===== src/rtl/sync_counter_pkg.sv =====
// rtl/sync_counter_pkg.sv - shared types and defaults for the lab counter set
package sync_counter_pkg;

  typedef enum logic {
    RUN  = 1'b0,
    HALT = 1'b1
  } cnt_state_t;

  // Default prescale: roughly a few count steps per second from a multi-MHz board clock.
  localparam int DEFAULT_TICK_DIV = 4194304;

  // Prescaler register width; a divide-by-one still needs one flop to hold a value.
  function automatic int tick_width(input int div);
    return (div > 1) ? $clog2(div) : 1;
  endfunction

endpackage


===== src/rtl/tick_gen.sv =====
// rtl/tick_gen.sv - enable-gated prescaler producing a one-cycle count tick
module tick_gen
  import sync_counter_pkg::*;
#(
  parameter int TICK_DIV = DEFAULT_TICK_DIV
) (
  input  logic clk,
  input  logic rst,
  input  logic en,
  input  logic clr,
  output logic tick
);

  localparam int            PW   = tick_width(TICK_DIV);
  localparam logic [PW-1:0] LAST = PW'(TICK_DIV - 1);

  logic [PW-1:0] cnt;

  // Tick only while enabled; a disabled prescaler holds and emits nothing.
  assign tick = en && (cnt == LAST);

  // Prescaler: clear on reset/clear, wrap on tick, otherwise advance only when enabled.
  always_ff @(posedge clk) begin
    if (rst || clr) begin
      cnt <= '0;
    end else if (tick) begin
      cnt <= '0;
    end else if (en) begin
      cnt <= cnt + PW'(1);
    end
  end

endmodule


===== src/rtl/sync_down_counter.sv =====
// rtl/sync_down_counter.sv - loadable synchronous down-counter with reload or halt at zero
module sync_down_counter
  import sync_counter_pkg::*;
#(
  parameter int WIDTH       = 4,
  parameter int TICK_DIV    = DEFAULT_TICK_DIV,
  parameter bit AUTO_RELOAD = 1'b1
) (
  input  logic             clk,
  input  logic             rst,
  input  logic             en,
  input  logic             load,
  input  logic [WIDTH-1:0] load_val,
  output logic [WIDTH-1:0] out,
  output logic             tc,
  output logic             busy
);

  cnt_state_t       state;
  logic [WIDTH-1:0] reload;
  logic             tick;
  logic             run_en;

  // The prescaler is frozen in HALT, and a load restarts the step from zero.
  assign run_en = en && (state == RUN);

  tick_gen #(
    .TICK_DIV(TICK_DIV)
  ) u_tick_gen (
    .clk (clk),
    .rst (rst),
    .en  (run_en),
    .clr (load),
    .tick(tick)
  );

  assign busy = (state == RUN);

  // Count FSM: reset beats load, load beats tick; zero is intercepted before any decrement.
  always_ff @(posedge clk) begin
    if (rst) begin
      out    <= '1;
      reload <= '1;
      state  <= RUN;
      tc     <= 1'b0;
    end else if (load) begin
      out    <= load_val;
      reload <= load_val;
      state  <= RUN;
      tc     <= 1'b0;
    end else begin
      tc <= 1'b0;
      case (state)
        RUN: begin
          if (tick) begin
            if (out != '0) begin
              out <= out - WIDTH'(1);
            end else begin
              tc <= 1'b1;
              if (AUTO_RELOAD) begin
                out <= reload;
              end else begin
                state <= HALT;
              end
            end
          end
        end
        HALT: begin
          out <= '0;
        end
        default: begin
          state <= HALT;
        end
      endcase
    end
  end

endmodule


===== config.mk =====
export PLATFORM = sky130hd
export DESIGN_NAME = sync_down_counter
export DESIGN_NICKNAME = d
export VERILOG_FILES = /design/src/rtl/sync_counter_pkg.sv /design/src/rtl/tick_gen.sv /design/src/rtl/sync_down_counter.sv
export SDC_FILE = /design/constraint.sdc
export NUM_CORES = 1
export LEC_CHECK = 0
export ABC_AREA = 1
export CAP_MARGIN = 20
export CORE_MARGIN = 2
export CORE_UTILIZATION = 35
export CTS_BUF_LIST = sky130_fd_sc_hd__clkbuf_4
export CTS_CLUSTER_SIZE = 10
export DETAILED_ROUTE_END_ITERATION = 8
export GPL_ROUTABILITY_DRIVEN = 0
export PLACE_DENSITY = 0.5
export SLEW_MARGIN = 25
export SYNTH_ARGS = -nofsm -noshare
export SYNTH_HDL_FRONTEND = slang
export SYNTH_SLANG_ARGS = --single-unit
export TNS_END_PERCENT = 10

===== constraint.sdc =====
create_clock -name clk -period 2.6 [get_ports clk]
set_clock_uncertainty 0.1 [all_clocks]
set_input_delay 0.52 -clock clk [delete_from_list [all_inputs] [get_ports clk]]
set_output_delay 0.52 -clock clk [all_outputs]
set_load 0.01 [all_outputs]

Word level (Yosys, flattened, before mapping)

Index checks and enable logic that the tools add are counted.

Register bits after elaboration: 32
Bits of input ports: 8
Output and inout bits: 6
Logic and storage cells: 24

Add/subtract/negate cells: 2
Eq/ne operators: 2
Multiplexer cells: 6
Bitwise operators: 2
Reductions and logical operators: 7

Operator list:

| cell                                             | count |
|---|---|
| adder 22 x 1 -> 22 bit, second input constant    | 1 |
| equality test 22 bit, second input constant      | 1 |
| 2-to-1 mux 4 bit                                 | 3 |
| case mux 4 bit (2 select lines)                  | 1 |
| nonzero test 4 bit                               | 1 |
| OR reduction 2 bit                               | 2 |
| OR reduction 4 bit                               | 1 |
| subtractor 4 x 1 -> 4 bit, second input constant | 1 |
| != test 3 x 2 -> 1 bit, second input constant    | 1 |
| logical AND 1 bit                                | 2 |
| 2-to-1 mux 1 bit                                 | 2 |
| NOT 1 bit                                        | 2 |
| logical OR 1 bit                                 | 1 |

Logic depth before layout (Yosys ltp)

Gate-level depths: netlist (run 1).

Word-level depth: 6
Mapped depth: 10
Gate-level depth less buffers: 10

Hierarchy

Synthesis (run 1) repeated with hierarchy kept, for this count alone.

Cell total of the unflattened synthesis: 249
Area, all modules: 1,711.6 um^2

By module, submodules not included:

| module            | times used | cells an instance | area an instance (um^2) | seq. area each (um^2) |
|---|---|---|---|---|
| tick_gen          | 1          | 183               | 1,241.2                 | 440.4 |
| sync_down_counter | 1          | 66                | 470.5                   | 180.2 |

Least setup slack after synthesis (run 1)

Ideal clock, no wire load.

Path kind: input -> register
From: in en
To: reg u_tick_gen.cnt[16]
Library setup time: 0.112 ns
Arrival time: 1.357 ns
Data required time: 2.388 ns
Slack: 1.031 ns
Cell stages on the path: 7
Buffers on the path: 2
Cell sequence: buf_4 > nand3_1 > nor3_2 > nand3_4 > nand2_4 > buf_8 > nor2_2

Cells in the longest elaborated chain, start to end: 3

RTL lines:

| item                                | line                    | text |
|---|---|---|
| from (decl)                         | sync_down_counter.sv:11 | `input logic en,` |
| logical AND 1 bit *                 | sync_down_counter.sv:25 | `assign run_en = en && (state == RUN);` |
| logical AND 1 bit                   | tick_gen.sv:20          | `assign tick = en && (cnt == LAST);` |
| OR reduction 2 bit (no source line) | n/a                     |  |
| to (signal assigned)                | tick_gen.sv:29          | `cnt <= cnt + PW'(1);` |
| to (decl)                           | tick_gen.sv:17          | `logic [PW-1:0] cnt;` |

Mark *: on every way between the ends. The rest lies on a longest branch, timed or not.
A chain may end at the register's enable or synchronous reset.

Final worst setup path (run 1)

From: reg out[3]
To: out out[3]

RTL lines:

| item                   | line                    | text |
|---|---|---|
| from (decl)            | sync_down_counter.sv:14 | `output logic [WIDTH-1:0] out,` |
| from (signal assigned) | sync_down_counter.sv:47 | `out <= load_val;` |
| from (signal assigned) | sync_down_counter.sv:57 | `out <= out - WIDTH'(1);` |
| from (signal assigned) | sync_down_counter.sv:61 | `out <= reload;` |

No word-level cell between the ends.

==> results.toml, run 1 <==
[finish]
most_frequent_standard_cell_in_the_layout_excluding_fill_and_tap_cells = "sky130_fd_sc_hd__nand2_1"
diodes = 0
sequential_cell_area_sq_um = 620.6
fill_cell_instance_count_of_the_final_layout = 499
flow.area_growth_from_synthesis_pct = 12.18
post_route_cells_drive_above_1_share = 0.1680
multi_input_combinational_cell_area_sq_um = 953.4
finalNetCount = 265
most-common-layout-cells = "sky130_fd_sc_hd__nand2_1, sky130_fd_sc_hd__dfxtp_1, sky130_fd_sc_hd__nand3_1"

[critical_path]
worstSetupPathType = "flip-flop to output pin"
crit_path_max_incr_delay_ps = 560
cp_num_cells = 1
startpoint_type = "flip-flop"
crit_arrival_ps = 1300
path_max_fanout = 5
worst-path-buf-inv = 1
ff2ff_path_depth = 8
critPathSlowestCell = "sky130_fd_sc_hd__clkdlybuf4s50_1"
crit_path_cell_trace = "clkdlybuf4s50_1"
end_kind = "output pin"
worstPathRequired_ps = 1980
cp_top_family = "buffers and inverters"

[synth]
synth_cell_type_count = 31
synthesis.instances = 240
synth.avg_cell_area_sq_um = 7.189
yosysWarnings = 0
netlist_area_sq_mm = 0.001725
syn_nets = 250
seq_area_frac_synth = 0.3597
synthesis_stage_register_bit_count = 31

[status]
run_status = "finished clean"

[floorplanning]
initial_core_utilization = 0.3653
floorplan.core_area_sq_mm = 0.004723
overall_die_width_um = 74.21
number_of_primary_i_o_pins = 14
rows = 25
chipHeight_um = 74.21
die_outline_area_sq_mm = 0.005507

[place]
portBuffers = 12
detailedPlacementHpwl_mm = 2.602

[global_route]
global_route_wire_length_before_repair_mm = 5.865
number_of_global_route_vias_before_repair = 1300
pin_count_of_the_biggest_net_entering_global_routing = 22
antenna_found_initial = 0
track_usage = 0.1415
overflow = 0

[power]
p_leak_nw = 0.7267
cellPowerDensity_mw_per_mm2 = 436.0
vdd_ir_drop_max_mv = 0.2577

[drt]
num_vias = 1460
routed_via_density = 4.520
final_antenna_net_count = 0
drt_first_pass_iters = 4
detail_route.wirelength_mm = 3.449
wl_per_cell_um = 10.68
drt_drc_violations_left = 0
detail_route.iter0.violations = 70

[timing]
max_freq_mhz = 521.0
timing.final.setup_violations = 0
fin_crit_sh = 0.7382
total_neg_setup_slack_ps = 0
unrepaired_setup_endpoints_after_global_routing = "no"
worst_hold_slack_ps = 352.3
report.final.hold_viol_count = 0
final-max-slew-violation-count = 0
finalWorstPathRequiredPeriod_ps = 1919

[worst_hold_path]
holdCritPathClass = "flip-flop to flip-flop"
min_path_cells = 2

[cts]
resized_gates_after_cts = 0
cts.path.max_buffers = 2
tritoncts = "done"
worstSkewPairLatency_ps = 330
cts_root_buf = "sky130_fd_sc_hd__clkbuf_4"
cts_buffer_count = 5
cts_max_level = 2
cts_setup_buffers = 0
cts_sinks = 31
clk_pin_slew_ps = 90
cts.hold.buffers_added = 0

[job]
cap_violations = 0
-- registers in the layout (all words and copies together), names as in the netlist --
signal	cells
reload	4
u_tick_gen.cnt	22
tc	1
out	4
-- metrics by stage --
step | total power, mW | utilization | cells | setup WS (ps) | cell area [sq um]
after floorplan | 0.5550 | - | 240 | 1031 | 1725
after global placement | 0.5809 | 0.3987 | 315 | 439.6 | 1883
after detailed placement | 0.5805 | 0.3987 | 315 | 396.1 | 1883
final | 0.8440 | 0.4098 | 323 | 680.8 | 1936
after CTS | 0.8632 | 0.4098 | 323 | 663.0 | 1936
after global routing | 0.8924 | 0.4098 | 323 | 606.9 | 1936
-- Yosys cell counts, drive strengths merged --
cell | n | area (sq um)
buf | 4 | 50.04
inv | 26 | 97.59
nor2 | 46 | 246.5
nor3b | 2 | 20.02
a21oi | 7 | 46.30
nand3 | 29 | 162.7
conb | 1 | 3.750
nor3 | 2 | 15.01
xor2 | 4 | 35.03
dfxtp | 31 | 620.6
ha | 2 | 25.02
xnor2 | 6 | 52.55
nand4 | 7 | 43.79
nand2 | 65 | 266.5
or2 | 1 | 6.260
o21ai | 6 | 30.02
clkbuf | 1 | 3.750
-- routing by layer --
metal / vias up / part of all wire / track usage
met5: - / 0 / 0
met4: 0 / 0.010 / 0.05357
met3: 4 / 0.029 / 0.04065
met2: 15 / 0.42 / 0.1984
met1: 652 / 0.54 / 0.2048
li1: 789 / - / -
-- area by class of cell --
class,count,area share
clock buffers,6,0.02327
inverters,26,0.05042
repair buffers,13,0.06593
clock inverters,2,0.003878
multi-input cells,178,0.4926
flip-flops and latches,31,0.3206
well taps,67,0.04331
-- worst paths after layout --
path	startpoint	end	slack [ps]
worst max register to register	u_tick_gen.cnt[0]	u_tick_gen.cnt[2]	880
worst max-delay path	out[3]	out[3]	680
worst min-delay path	reload[2]	reload[2]	350
worst min register to register	reload[2]	reload[2]	350
-- power breakdown --
| group | leakage [nW] | total, mW | switching, mW | internal (mW) |
|---|---|---|---|---|
| combinational | 0.444 | 0.0753 | 0.0417 | 0.0336 |
| sequential | 0.252 | 0.494 | 0.00913 | 0.485 |
| clock | 0.0307 | 0.275 | 0.164 | 0.110 |
| total | 0.727 | 0.844 | 0.215 | 0.629 |
-- logic make-up (layout without fill, tap and decap cells) --
logic type	after synthesis	after routing	synth area share
buffers and inverters	31	47	0.08774
other	1	1	0.002173
adder cells (fa/ha/maj)	2	2	0.01450
AO/OA/AOI/OAI	13	13	0.04423
flip-flops	31	31	0.3597
AND/OR/NAND/NOR	152	152	0.4409
XOR/XNOR	10	10	0.05076
No activity file was read; power rests on OpenSTA's default activity.
==> run 2, diff against run 1 <==
- clock period: 2.6 -> 1.8 ns (I/O delays scaled with it)
==> run 2 against run 1 <==
Compared with the run above:
- register-to-register slack lost 720 ps
- via count is 1.9% higher
- non-clock buffer count grew 9
- worst hold slack worse by 20 ps
- global-route usage is 0.25 points higher
==> results.toml, run 2 (synthesis results as in run 1) <==
[finish]
post_layout_nonfiller_instances = 330
post-route-util = 0.4321
top_register = "u_tick_gen.cnt"
number_of_flip_flops_in_the_largest_register = 22
finalNetCount = 274
post_route_cells_drive_above_1_share = 0.2053
flow.area_growth_from_synthesis_pct = 18.27
biggestRegsByFlops = "u_tick_gen.cnt x22, out x4, reload x4"
most-common-layout-cells = "sky130_fd_sc_hd__nand2_1, sky130_fd_sc_hd__dfxtp_1, sky130_fd_sc_hd__nand3_1"
diodes = 0
most_frequent_standard_cell_in_the_layout_excluding_fill_and_tap_cells = "sky130_fd_sc_hd__nand2_1"

[power]
total_switching_power_mw = 0.3038
vdd_ir_drop_max_mv = 0.3545
net_sw_frac = 0.2481
seqPwrFrac = 0.582
combPwrFrac = 0.108
p_leak_nw = 0.7963
power_report.internal_total_mw = 0.9207
cellPowerDensity_mw_per_mm2 = 600.0
clkPwrFrac = 0.310

[drt]
drt_first_pass_iters = 4
drt_drc_violations_left = 0
routed_via_density = 4.509
wl_per_cell_um = 10.50
num_vias = 1488
detail_route.iter0.violations = 48
final_antenna_net_count = 0
detail_route.wirelength_mm = 3.464

[critical_path]
reg_to_reg_startpoint = "out[0]"
cp_top_family = "buffers and inverters"
crit_path_max_incr_delay_ps = 560
end_kind = "output pin"
worstSetupPathType = "flip-flop to output pin"
worst-path-buf-inv = 1
worstPathRequired_ps = 1340
path_max_fanout = 4
crit_path_cell_trace = "clkdlybuf4s50_1"
critPathSlowestCell = "sky130_fd_sc_hd__clkdlybuf4s50_1"
startpoint_type = "flip-flop"
crit_arrival_ps = 1260
worstSetupStartpoint = "out[1]"

[floorplanning]
number_of_primary_i_o_pins = 14
overall_die_width_um = 74.21
rows = 25
chipHeight_um = 74.21
initial_core_utilization = 0.3653
die_outline_area_sq_mm = 0.005507
floorplan.core_area_sq_mm = 0.004723

[cts]
tritoncts = "done"
cts_max_level = 2
worstSkewPairLatency_ps = 320
cts_root_buf = "sky130_fd_sc_hd__clkbuf_4"
cts_setup_buffers = 0
cts.path.max_buffers = 2
clk_pin_slew_ps = 90
cts_buffer_count = 5
cts_sinks = 31

[place]
portBuffers = 12
placed_cells = 324
pre_cts_slack_ps = -244.3
detailedPlacementHpwl_mm = 2.697

[job]
cap_violations = 0

[timing]
postLayoutSetupSlackWorst_ps = 81.08
final-max-slew-violation-count = 0
worst_hold_slack_ps = 332.6
unrepaired_setup_endpoints_after_global_routing = "no"
fin_crit_sh = 0.9550
report.final.hold_viol_count = 0
total_neg_setup_slack_ps = 0
max_freq_mhz = 581.8
finalWorstPathRequiredPeriod_ps = 1719
timing.final.setup_violations = 0

[status]
run_status = "finished clean"

[global_route]
track_usage = 0.1440
number_of_global_route_vias_before_repair = 1310
pin_count_of_the_biggest_net_entering_global_routing = 13
global_route_wire_length_before_repair_mm = 6.113
overflow = 0
antenna_found_initial = 0

[worst_hold_path]
timing.hold.worst.start = "en"
holdCritPathClass = "input port to flip-flop"
[run 2: cell count changes in the layout (fill, tap and decap cells not counted), sizes merged]
| cell | before | now |
|---|---|---|
| buf | 1 | 10 |
| clkdlybuf4s50 | 12 | 10 |
| clkinv | 2 | 0 |
| dlymetal6s2s | 0 | 2 |
[run 2: timing repair]
action                                  CTS  global route
hold buffers                              0             0
resized for setup                         0             6
endpoints found under the setup margin    0             9
[run 2: worst paths after layout]
path | cells after the start | end | slack [ps]
worst max-delay path | 1 | out[1] | 80
worst min-delay path | 3 | u_tick_gen.cnt[1] | 330
worst max register to register | 10 | out[1] | 160
worst min register to register | 2 | reload[2] | 360
[run 2: stage by stage]
stage / area (sq um) / power (mW)
4_1_cts: 2033 / 1.242
3_5_place_dp: 1988 / 0.8602
3_3_place_gp: 1988 / 0.8622
6_report: 2041 / 1.224
2_1_floorplan: 1725 / 0.8017
5_1_grt: 2041 / 1.289
[run 2: power groups by stage]
| stage | clock network, mW | logic, mW | registers, mW |
|---|---|---|---|
| 3_3_place_gp | 0 | 0.134 | 0.728 |
| 3_5_place_dp | 0 | 0.133 | 0.727 |
| 5_1_grt | 0.426 | 0.148 | 0.715 |
| 4_1_cts | 0.396 | 0.134 | 0.711 |
| 6_report | 0.380 | 0.133 | 0.712 |
| 2_1_floorplan | 0 | 0.0722 | 0.729 |
[run 2: area by class of cell]
| class | instances | area [sq um] |
|---|---|---|
| fill | 486 | 2683 |
| timing repair buffer | 22 | 237.7 |
| inverter | 26 | 97.59 |
| multi-input combinational | 178 | 953.4 |
| clock buffer | 6 | 45.04 |
| sequential | 31 | 623.1 |
| tap | 67 | 83.83 |
[run 2: routing by layer]
metal  share of wire  vias up  global-route usage
met5               0        -                   0
met4           0.012        0             0.05159
met3           0.028        4             0.04201
met2            0.38       16              0.1806
met1            0.58      665              0.2269
li1                -      803                   -
